### config.mk
export PLATFORM = sky130hd
export DESIGN_NAME = t_frag_cfg_ctrl
export DESIGN_NICKNAME = d
export VERILOG_FILES = /design/src/rtl/t_frag_cfg_pkg.sv /design/src/rtl/t_frag_cfg_shifter.sv /design/src/rtl/t_frag_cfg_ctrl.sv
export SDC_FILE = /design/constraint.sdc
export NUM_CORES = 1
export LEC_CHECK = 0
export BUFFER_PORTS_ARGS = -buffer_cell sky130_fd_sc_hd__clkbuf_2
export CAP_MARGIN = 20
export CORE_MARGIN = 4
export CORE_UTILIZATION = 40
export CTS_CLUSTER_SIZE = 28
export DETAILED_ROUTE_END_ITERATION = 12
export PLACE_DENSITY_LB_ADDON = 0.05
export SLEW_MARGIN = 5
export SYNTH_ARGS = -nofsm -noshare
export SYNTH_HDL_FRONTEND = slang
export SYNTH_SLANG_ARGS = --single-unit
### constraint.sdc
create_clock -name QCK -period 8.4 [get_ports QCK]
set_clock_uncertainty 0.1 [all_clocks]
set_input_delay 1.68 -clock QCK [delete_from_list [all_inputs] [get_ports QCK]]
set_output_delay 1.68 -clock QCK [all_outputs]
set_load 0.02 [all_outputs]
### src/rtl/t_frag_cfg_pkg.sv
// Shared types and constants for the T_FRAG column configuration sequencer.
package t_frag_cfg_pkg;

  localparam int CFG_BITS_PER_FRAG = 4;

  // Bit positions of the inverter selects inside one cell's 4-bit field.
  localparam int INV_XAS1 = 3;
  localparam int INV_XAS2 = 2;
  localparam int INV_XBS1 = 1;
  localparam int INV_XBS2 = 0;

  typedef enum logic [2:0] {
    S_IDLE,
    S_QUIESCE,
    S_SHIFT,
    S_LATCH,
    S_SETTLE
  } cfg_state_e;

endpackage

### src/rtl/t_frag_cfg_shifter.sv
// Parallel-load, MSB-first shift register with a saturating shift counter.
module t_frag_cfg_shifter #(
  parameter int WIDTH = 32
) (
  input  logic             clk,
  input  logic             rst,
  input  logic             load,
  input  logic [WIDTH-1:0] data,
  input  logic             shift,
  output logic             msb,
  output logic             last,
  output logic             tc
);

  localparam int CNT_W = $clog2(WIDTH + 1);

  logic [WIDTH-1:0] sreg;
  logic [CNT_W-1:0] cnt;

  // NOTE: sequential state uses non-blocking assignments so every register
  // samples the pre-edge value of every other register.
  always_ff @(posedge clk or posedge rst) begin
    if (rst) begin
      sreg <= '0;
      cnt  <= '0;
    end else if (load) begin
      sreg <= data;
      cnt  <= '0;
    end else if (shift && !tc) begin
      sreg <= {sreg[WIDTH-2:0], 1'b0};
      cnt  <= cnt + 1'b1;
    end
  end

  assign msb  = sreg[WIDTH-1];
  assign last = (cnt == CNT_W'(WIDTH - 1));
  assign tc   = (cnt == CNT_W'(WIDTH));

endmodule

### src/rtl/t_frag_cfg_ctrl.sv
// Configuration sequencer: shadows per-cell inverter selects, then quiesces the
// column (TBS=0), shifts the shadow into the chain, latches and re-enables TBS.
module t_frag_cfg_ctrl
  import t_frag_cfg_pkg::*;
#(
  parameter int N_FRAGS     = 8,
  parameter int IDX_W       = 3,
  parameter int QUIESCE_CYC = 2,
  parameter int SETTLE_CYC  = 2
) (
  input  logic                         QCK,
  input  logic                         QRT,
  input  logic                         CFG_VALID,
  output logic                         CFG_READY,
  input  logic [IDX_W-1:0]             CFG_IDX,
  input  logic [CFG_BITS_PER_FRAG-1:0] CFG_INV,
  input  logic                         CFG_COMMIT,
  output logic                         CFG_BUSY,
  output logic                         CFG_DONE,
  output logic                         CFG_ERR,
  output logic                         SHIFT_EN,
  output logic                         SHIFT_DO,
  output logic                         LATCH,
  output logic                         TBS
);

  localparam int CHAIN_W = CFG_BITS_PER_FRAG * N_FRAGS;
  localparam int PH_W    = 8;

  logic [N_FRAGS-1:0][CFG_BITS_PER_FRAG-1:0] shadow;
  cfg_state_e      state;
  logic [PH_W-1:0] phase;
  logic            accept;
  logic            idx_ok;
  logic            load;
  logic            shift;
  logic            sh_msb;
  logic            sh_last;
  logic            sh_tc;

  assign accept = CFG_VALID & CFG_READY;
  assign idx_ok = (int'(CFG_IDX) < N_FRAGS);
  assign load   = (state == S_QUIESCE) && (phase == PH_W'(QUIESCE_CYC - 1));
  assign shift  = (state == S_SHIFT);

  // NOTE: the shadow is a register array, not a RAM, so it takes the async
  // reset; a cleared shadow is what the first commit after reset loads.
  always_ff @(posedge QCK or posedge QRT) begin
    if (QRT) begin
      shadow  <= '0;
      CFG_ERR <= 1'b0;
    end else if (accept) begin
      if (idx_ok) shadow[CFG_IDX] <= CFG_INV;
      else        CFG_ERR         <= 1'b1;
    end
  end

  always_ff @(posedge QCK or posedge QRT) begin
    if (QRT) begin
      state     <= S_IDLE;
      phase     <= '0;
      CFG_READY <= 1'b1;
      CFG_BUSY  <= 1'b0;
      CFG_DONE  <= 1'b0;
      SHIFT_EN  <= 1'b0;
      LATCH     <= 1'b0;
      TBS       <= 1'b0;
    end else begin
      CFG_DONE <= 1'b0;
      LATCH    <= 1'b0;
      case (state)
        S_IDLE: begin
          if (CFG_COMMIT) begin
            state     <= S_QUIESCE;
            phase     <= '0;
            CFG_READY <= 1'b0;
            CFG_BUSY  <= 1'b1;
            TBS       <= 1'b0;
          end
        end
        S_QUIESCE: begin
          if (load) begin
            state    <= S_SHIFT;
            SHIFT_EN <= 1'b1;
          end else begin
            phase <= phase + 1'b1;
          end
        end
        S_SHIFT: begin
          if (sh_last) begin
            state    <= S_LATCH;
            SHIFT_EN <= 1'b0;
            LATCH    <= 1'b1;
          end
        end
        S_LATCH: begin
          // The final shift has saturated the counter by the time we get here.
          if (sh_tc) begin
            state <= S_SETTLE;
            phase <= '0;
          end
        end
        S_SETTLE: begin
          if (phase == PH_W'(SETTLE_CYC - 1)) begin
            state     <= S_IDLE;
            TBS       <= 1'b1;
            CFG_DONE  <= 1'b1;
            CFG_READY <= 1'b1;
            CFG_BUSY  <= 1'b0;
          end else begin
            phase <= phase + 1'b1;
          end
        end
        default: state <= S_IDLE;
      endcase
    end
  end

  t_frag_cfg_shifter #(
    .WIDTH(CHAIN_W)
  ) u_shifter (
    .clk  (QCK),
    .rst  (QRT),
    .load (load),
    .data (shadow),
    .shift(shift),
    .msb  (sh_msb),
    .last (sh_last),
    .tc   (sh_tc)
  );

  assign SHIFT_DO = SHIFT_EN & sh_msb;

endmodule
; ---- After elaboration in Yosys (flattened, before gate mapping)
; Index checks and enable logic that the tools add are counted.
[op_classes]
mux = 31
n_addsub = 2
eq_ne = 14
bitwise_logic = 2
magnitude_cmp = 2
reduce_logical = 13
[ops]
columns = op, n
row1 = $mux W32, 2
row2 = $bwmux W32, 1
row3 = $mux W8, 4
row4 = $pmux W8 S4, 1
row5 = $mux W3, 5
row6 = $pmux W3 S5, 1
row7 = $demux W4 S3, 1
row8 = $mux W6, 2
row9 = $ne A2 B2 Y1 const B, 6
row10 = $mux W1, 10
row11 = $reduce_and A5 Y1, 2
row12 = $add A8 B1 Y8 const B, 1
row13 = $eq A8 B1 Y1 const B, 1
row14 = $add A6 B1 Y6 const B, 1
row15 = $eq A3 B2 Y1 const B, 2
row16 = $eq A6 B5 Y1 const B, 1
row17 = $eq A6 B6 Y1 const B, 1
row18 = $pmux W1 S2, 3
row19 = $reduce_and A3 Y1, 2
row20 = $reduce_bool A2 Y1, 3
row21 = $lt A3 B4 Y1 const B, 1
row22 = $mux W4, 1
row23 = $reduce_bool A4 Y1, 1
row24 = $eq A3 B1 Y1 const B, 1
row25 = 7 further kinds, 10
[word_totals]
word_cells = 82
ff_bits = 87
output_inout_bits = 8
in_bits = 11

; ---- Depth between registers and ports, before layout
[logic_depth]
ltp_word = 5
depth_mapped = 8

; ---- By module
; From an unflattened synthesis, not the netlist that was laid out.
[hier_totals]
hier_cells = 500
area_unflattened_um2 = 4899.7
[by_module_without_submodules]
columns = mod, n_inst, area_per_inst_um2, seq_area_each_um2, cells_per_inst
row1 = t_frag_cfg_shifter, 1, 2726.4, 950.9, 325
row2 = t_frag_cfg_ctrl, 1, 2173.3, 1227.4, 175

; ---- Least setup slack after synthesis
; Ideal clock, no wire load.
[synth_timing]
path_kind = input to register
start = input port CFG_COMMIT
end = register phase[1]
slack_ns = 5.207
arrival_time_ns = 2.968
path_stages = 4
setup_time_ns = 0.125
path_buffers = 0
cell_sequence = or3b_2 > a21o_1 > a32oi_2 > mux2_2
[synth_via]
elab_chain_len = 2
[synth_lines]
columns = element, line
row1 = "start, declared", t_frag_cfg_ctrl.sv:17  ; input logic CFG_COMMIT,
row2 = $ne A2 B2 Y1 (no source line), -
row3 = $reduce_and A5 Y1 (no source line), -
row4 = "end signal, assigned", t_frag_cfg_ctrl.sv:86  ; phase <= phase + 1'b1;
row5 = "end signal, assigned", t_frag_cfg_ctrl.sv:111  ; phase <= phase + 1'b1;
row6 = "end, declared", t_frag_cfg_ctrl.sv:32  ; logic [PH_W-1:0] phase;
; Every way passes these cells.
; A chain may end at the register's enable or synchronous reset.

; ---- Worst setup path after layout
; Ends and elaborated chain as after synthesis.

==> flow_summary.json <==
{
  "dieArea_mm2": 0.0114,
  "rows": 35,
  "cts.sinks": 87,
  "dp_hpwl_mm": 4.84,
  "yosysTopAreaCellShare": 0.550,
  "antenna_found_initial": 0,
  "grt_max_degree": 57,
  "wl_met2_mm": 3.42,
  "vias": 2538,
  "worstHoldPathType": "flip-flop to flip-flop",
  "rsz0062_at_grt": "no",
  "path_buf_inv": 1,
  "grt_usage": 0.150,
  "syn2layout_area_growth_pct": 9.27,
  "cts_buffers": 9,
  "pin_count": 19,
  "path_depth": 5,
  "synth.distinct_cells": 44,
  "max_freq_mhz": 321,
  "slew_violations": 0,
  "syn_inst": 321,
  "critical_path.top_delay_family": "compound AO/OA/AOI/OAI gates",
  "rr_worst_depth": 7,
  "start_kind": "primary input",
  "highest_layer": "met4",
  "io_buffers": 17,
  "clockRootBuffer": "clkbuf_8",
  "grt_pass1_wl_mm": 13.6,
  "clock_path_buffers": 2,
  "first_global_vias": 2669,
  "slew_headroom": 0.532,
  "drc": 0,
  "power_density_mw_per_mm2": 230,
  "clk_latency_ps": 350,
  "ys_seq_elements": 87,
  "initial_utilization": 0.417,
  "wl_per_cell_um": 16.3,
  "met3_length_um": 221,
  "synth_nets": 336,
  "critPathRequiredTime_ps": 8530,
  "async_reset_ff_frac": 1.00,
  "ys_seq_area_frac": 0.557,
  "synth_edf_count": 0,
  "arrival_ps": 3250,
  "cp_cell_sequence": "clkbuf_2 -> or3b_2 -> a21o_1 -> a32oi_2 -> mux2_2",
  "globalplace.congestion": 0.740,
  "coreArea_mm2": 0.00937,
  "synthAdderAreaFrac": 0.0128,
  "cp_max_fo": 8,
  "fp.dieW_um": 107,
  "dp_cells": 455,
  "switchingPower_mw": 0.340,
  "peakVddDrop_uv": 117,
  "ys_top_cells_by_area": "dfrtp_1 (55%), mux2_2 (9.8%), a22o_1 (7.4%), a21o_1 (6.1%), nand3_1 (1.5%)",
  "vias_per_cell": 5.39,
  "finalHoldViolCount": 0,
  "antenna_cells": 0,
  "synth-compound-area-share": 0.182,
  "period_minus_slack_ps": 3110,
  "drive_gt1_frac": 0.234,
  "cts_htree_levels": 3,
  "synth_area_per_cell_um2": 12.2,
  "clkSlewWorstSetupHoldPaths_ps": 80,
  "max_stage_delay_ps": 470,
  "leakagePower_nw": 2.25,
  "muxShareOfSynthArea": 0.103,
  "clockPowerShare": 0.285,
  "crit_slowest_cell": "or3b_2",
  "drtAntennaViolNets": 0,
  "synthXorXnorAreaFrac": 0.00672,
  "tightest_slew_ps": 702,
  "nFillCells": 932,
  "finalCritPeriodShare": 0.371,
  "grt_overflow": 0,
  "whs_path_depth": 1,
  "crit_type": "primary input to flip-flop",
  "drt_iter0_markers": 85,
  "fin_nets": 352,
  "seq_power_share": 0.498,
  "cts_resized": 0,
  "stdcell_count": 471,
  "combPwrFrac": 0.217,
  "p_int_mw": 0.642,
  "synth_flop_cell": "dfrtp_1",
  "ys_warn_count": 0,
  "post_cts_buffers": 0,
  "finalSetupTns_ps": 0,
  "status": "complete, no violations",
  "endpoint_kind": "flip-flop",
  "cts_hold_buf": 0,
  "yosys.area_share.simple": 0.0975,
  "setup_violations": 0,
  "cts_tree": "built",
  "yosysTopAreaCell": "dfrtp_1",
  "synth_top_family_by_area": "compound AO/OA/AOI/OAI gates",
  "detail_route.wirelength.met1_mm": 3.93,
  "fp.dieH_um": 107,
  "wl_mm": 7.68,
  "syn_area_mm2": 0.00391,
  "cap_viol_max_count": 0,
  "netSwitchingFraction": 0.346,
  "dr.pass1.iters": 5
}
## per-layer routing
metal | global-route usage | vias to the layer above
met4 | 0.0594 | 0
met3 | 0.0253 | 8
met2 | 0.219 | 30
met5 | 0 | -
li1 | - | 1211
met1 | 0.220 | 1289
## sequential cells by signal, summed over array words and instances, names as in the netlist
register        flops
shadow             32
u_shifter.sreg     32
phase               8
u_shifter.cnt       6
state               3
CFG_BUSY            1
CFG_DONE            1
CFG_READY           1
LATCH               1
SHIFT_EN            1
TBS                 1
## worst reg2reg max path: cells and delay by family (launching register included)
kind | cells | cell delay [ps]
AOI/OAI and AO/OA | 1 | 220
adders and majority gates | 1 | 200
buffers and inverters | 2 | 700
DFF | 1 | 480
and+or+nand+nor | 3 | 870
## power groups by stage
stage                     clock (mW)  sequential, mW  combinational [mW]
after floorplan                    0           0.481               0.184
after global placement             0           0.497               0.214
after detailed placement           0           0.497               0.215
after CTS                      0.292           0.489               0.217
after global routing           0.308           0.497               0.242
final                          0.280           0.489               0.213
## cell families (layout without fill, tap and decap cells)
group,Yosys count,in the layout
mux,36,36
other cells,1,1
fa+ha+maj,4,4
flops,87,87
compound gates,94,94
xor+xnor,3,3
buf+inv,29,50
simple gates,67,67
## metrics by stage
| step | utilization | hold WS [ps] | power [mW] | worst slack, ps | area (µm²) |
|---|---|---|---|---|---|
| floorplan | - | 341 | 0.665 | 4370 | 3910 |
| global placement | 0.436 | 359 | 0.710 | 4940 | 4080 |
| detailed placement | 0.436 | 366 | 0.712 | 4930 | 4080 |
| CTS | 0.456 | 385 | 0.998 | 5300 | 4280 |
| global route | 0.456 | 393 | 1.05 | 5230 | 4280 |
| finish | 0.456 | 383 | 0.982 | 5290 | 4280 |
## path summary, 6_finish.rpt
path	startpoint	to	slack, ps
setup / recovery	CFG_COMMIT	phase[1]$_DFFE_PP0P_	5290
hold / removal	u_shifter.sreg[30]$_DFFE_PP0P_	u_shifter.sreg[30]$_DFFE_PP0P_	380
setup reg to reg	phase[0]$_DFFE_PP0P_	u_shifter.sreg[15]$_DFFE_PP0P_	5730
hold reg to reg	u_shifter.sreg[30]$_DFFE_PP0P_	u_shifter.sreg[30]$_DFFE_PP0P_	380
max in group asynchronous	QRT	shadow[26]$_DFFE_PP0P_	5860
min in group asynchronous	QRT	u_shifter.sreg[3]$_DFFE_PP0P_	1240
## cell type report
type / instances / area (µm²) / share of cell area
Inverter: 13 / 50.0 / 0.0117
Timing Repair Buffer: 21 / 115 / 0.0269
Sequential cell: 87 / 2180 / 0.510
Multi-Input combinational cell: 205 / 1580 / 0.369
Clock inverter: 5 / 42.5 / 0.00995
Clock buffer: 11 / 151 / 0.0354
Tap cell: 129 / 161 / 0.0378
## cell usage after synthesis, types with 3 or more instances
cell,n
inv_1,13
nand3_1,12
nand2_1,8
nor2_1,16
or3_1,8
nand2b_1,3
a21o_1,32
o211ai_1,4
clkbuf_1,3
o21ai_0,7
dfrtp_1,86
xnor2_1,3
mux2_2,34
or4_1,3
ha_1,4
buf_4,3
buf_2,6
a22o_1,33
buf_6,4
a21oi_1,9
## placed cells by master (no fill, tap or decap), types with 2 or more instances in the layout
master / netlist / layout
a211oi_1: 2 / 2
a21o_1: 32 / 32
a21oi_1: 9 / 9
a22o_1: 33 / 33
a31oi_1: 2 / 2
buf_4: 3 / 4
clkbuf_2: 0 / 17
clkbuf_8: 0 / 11
clkinv_4: 0 / 4
dfrtp_1: 86 / 86
ha_1: 4 / 4
inv_1: 13 / 12
mux2_2: 34 / 34
mux2i_1: 2 / 2
nand2_1: 8 / 8
nand2b_1: 3 / 3
nand3_1: 12 / 12
nand3b_1: 2 / 2
nor2_1: 16 / 16
nor4_1: 2 / 2
o211ai_1: 4 / 4
o21ai_0: 7 / 7
o22ai_1: 2 / 2
or3_1: 8 / 8
or4_1: 3 / 3
xnor2_1: 3 / 3
Power figures use the tool's default switching activity.
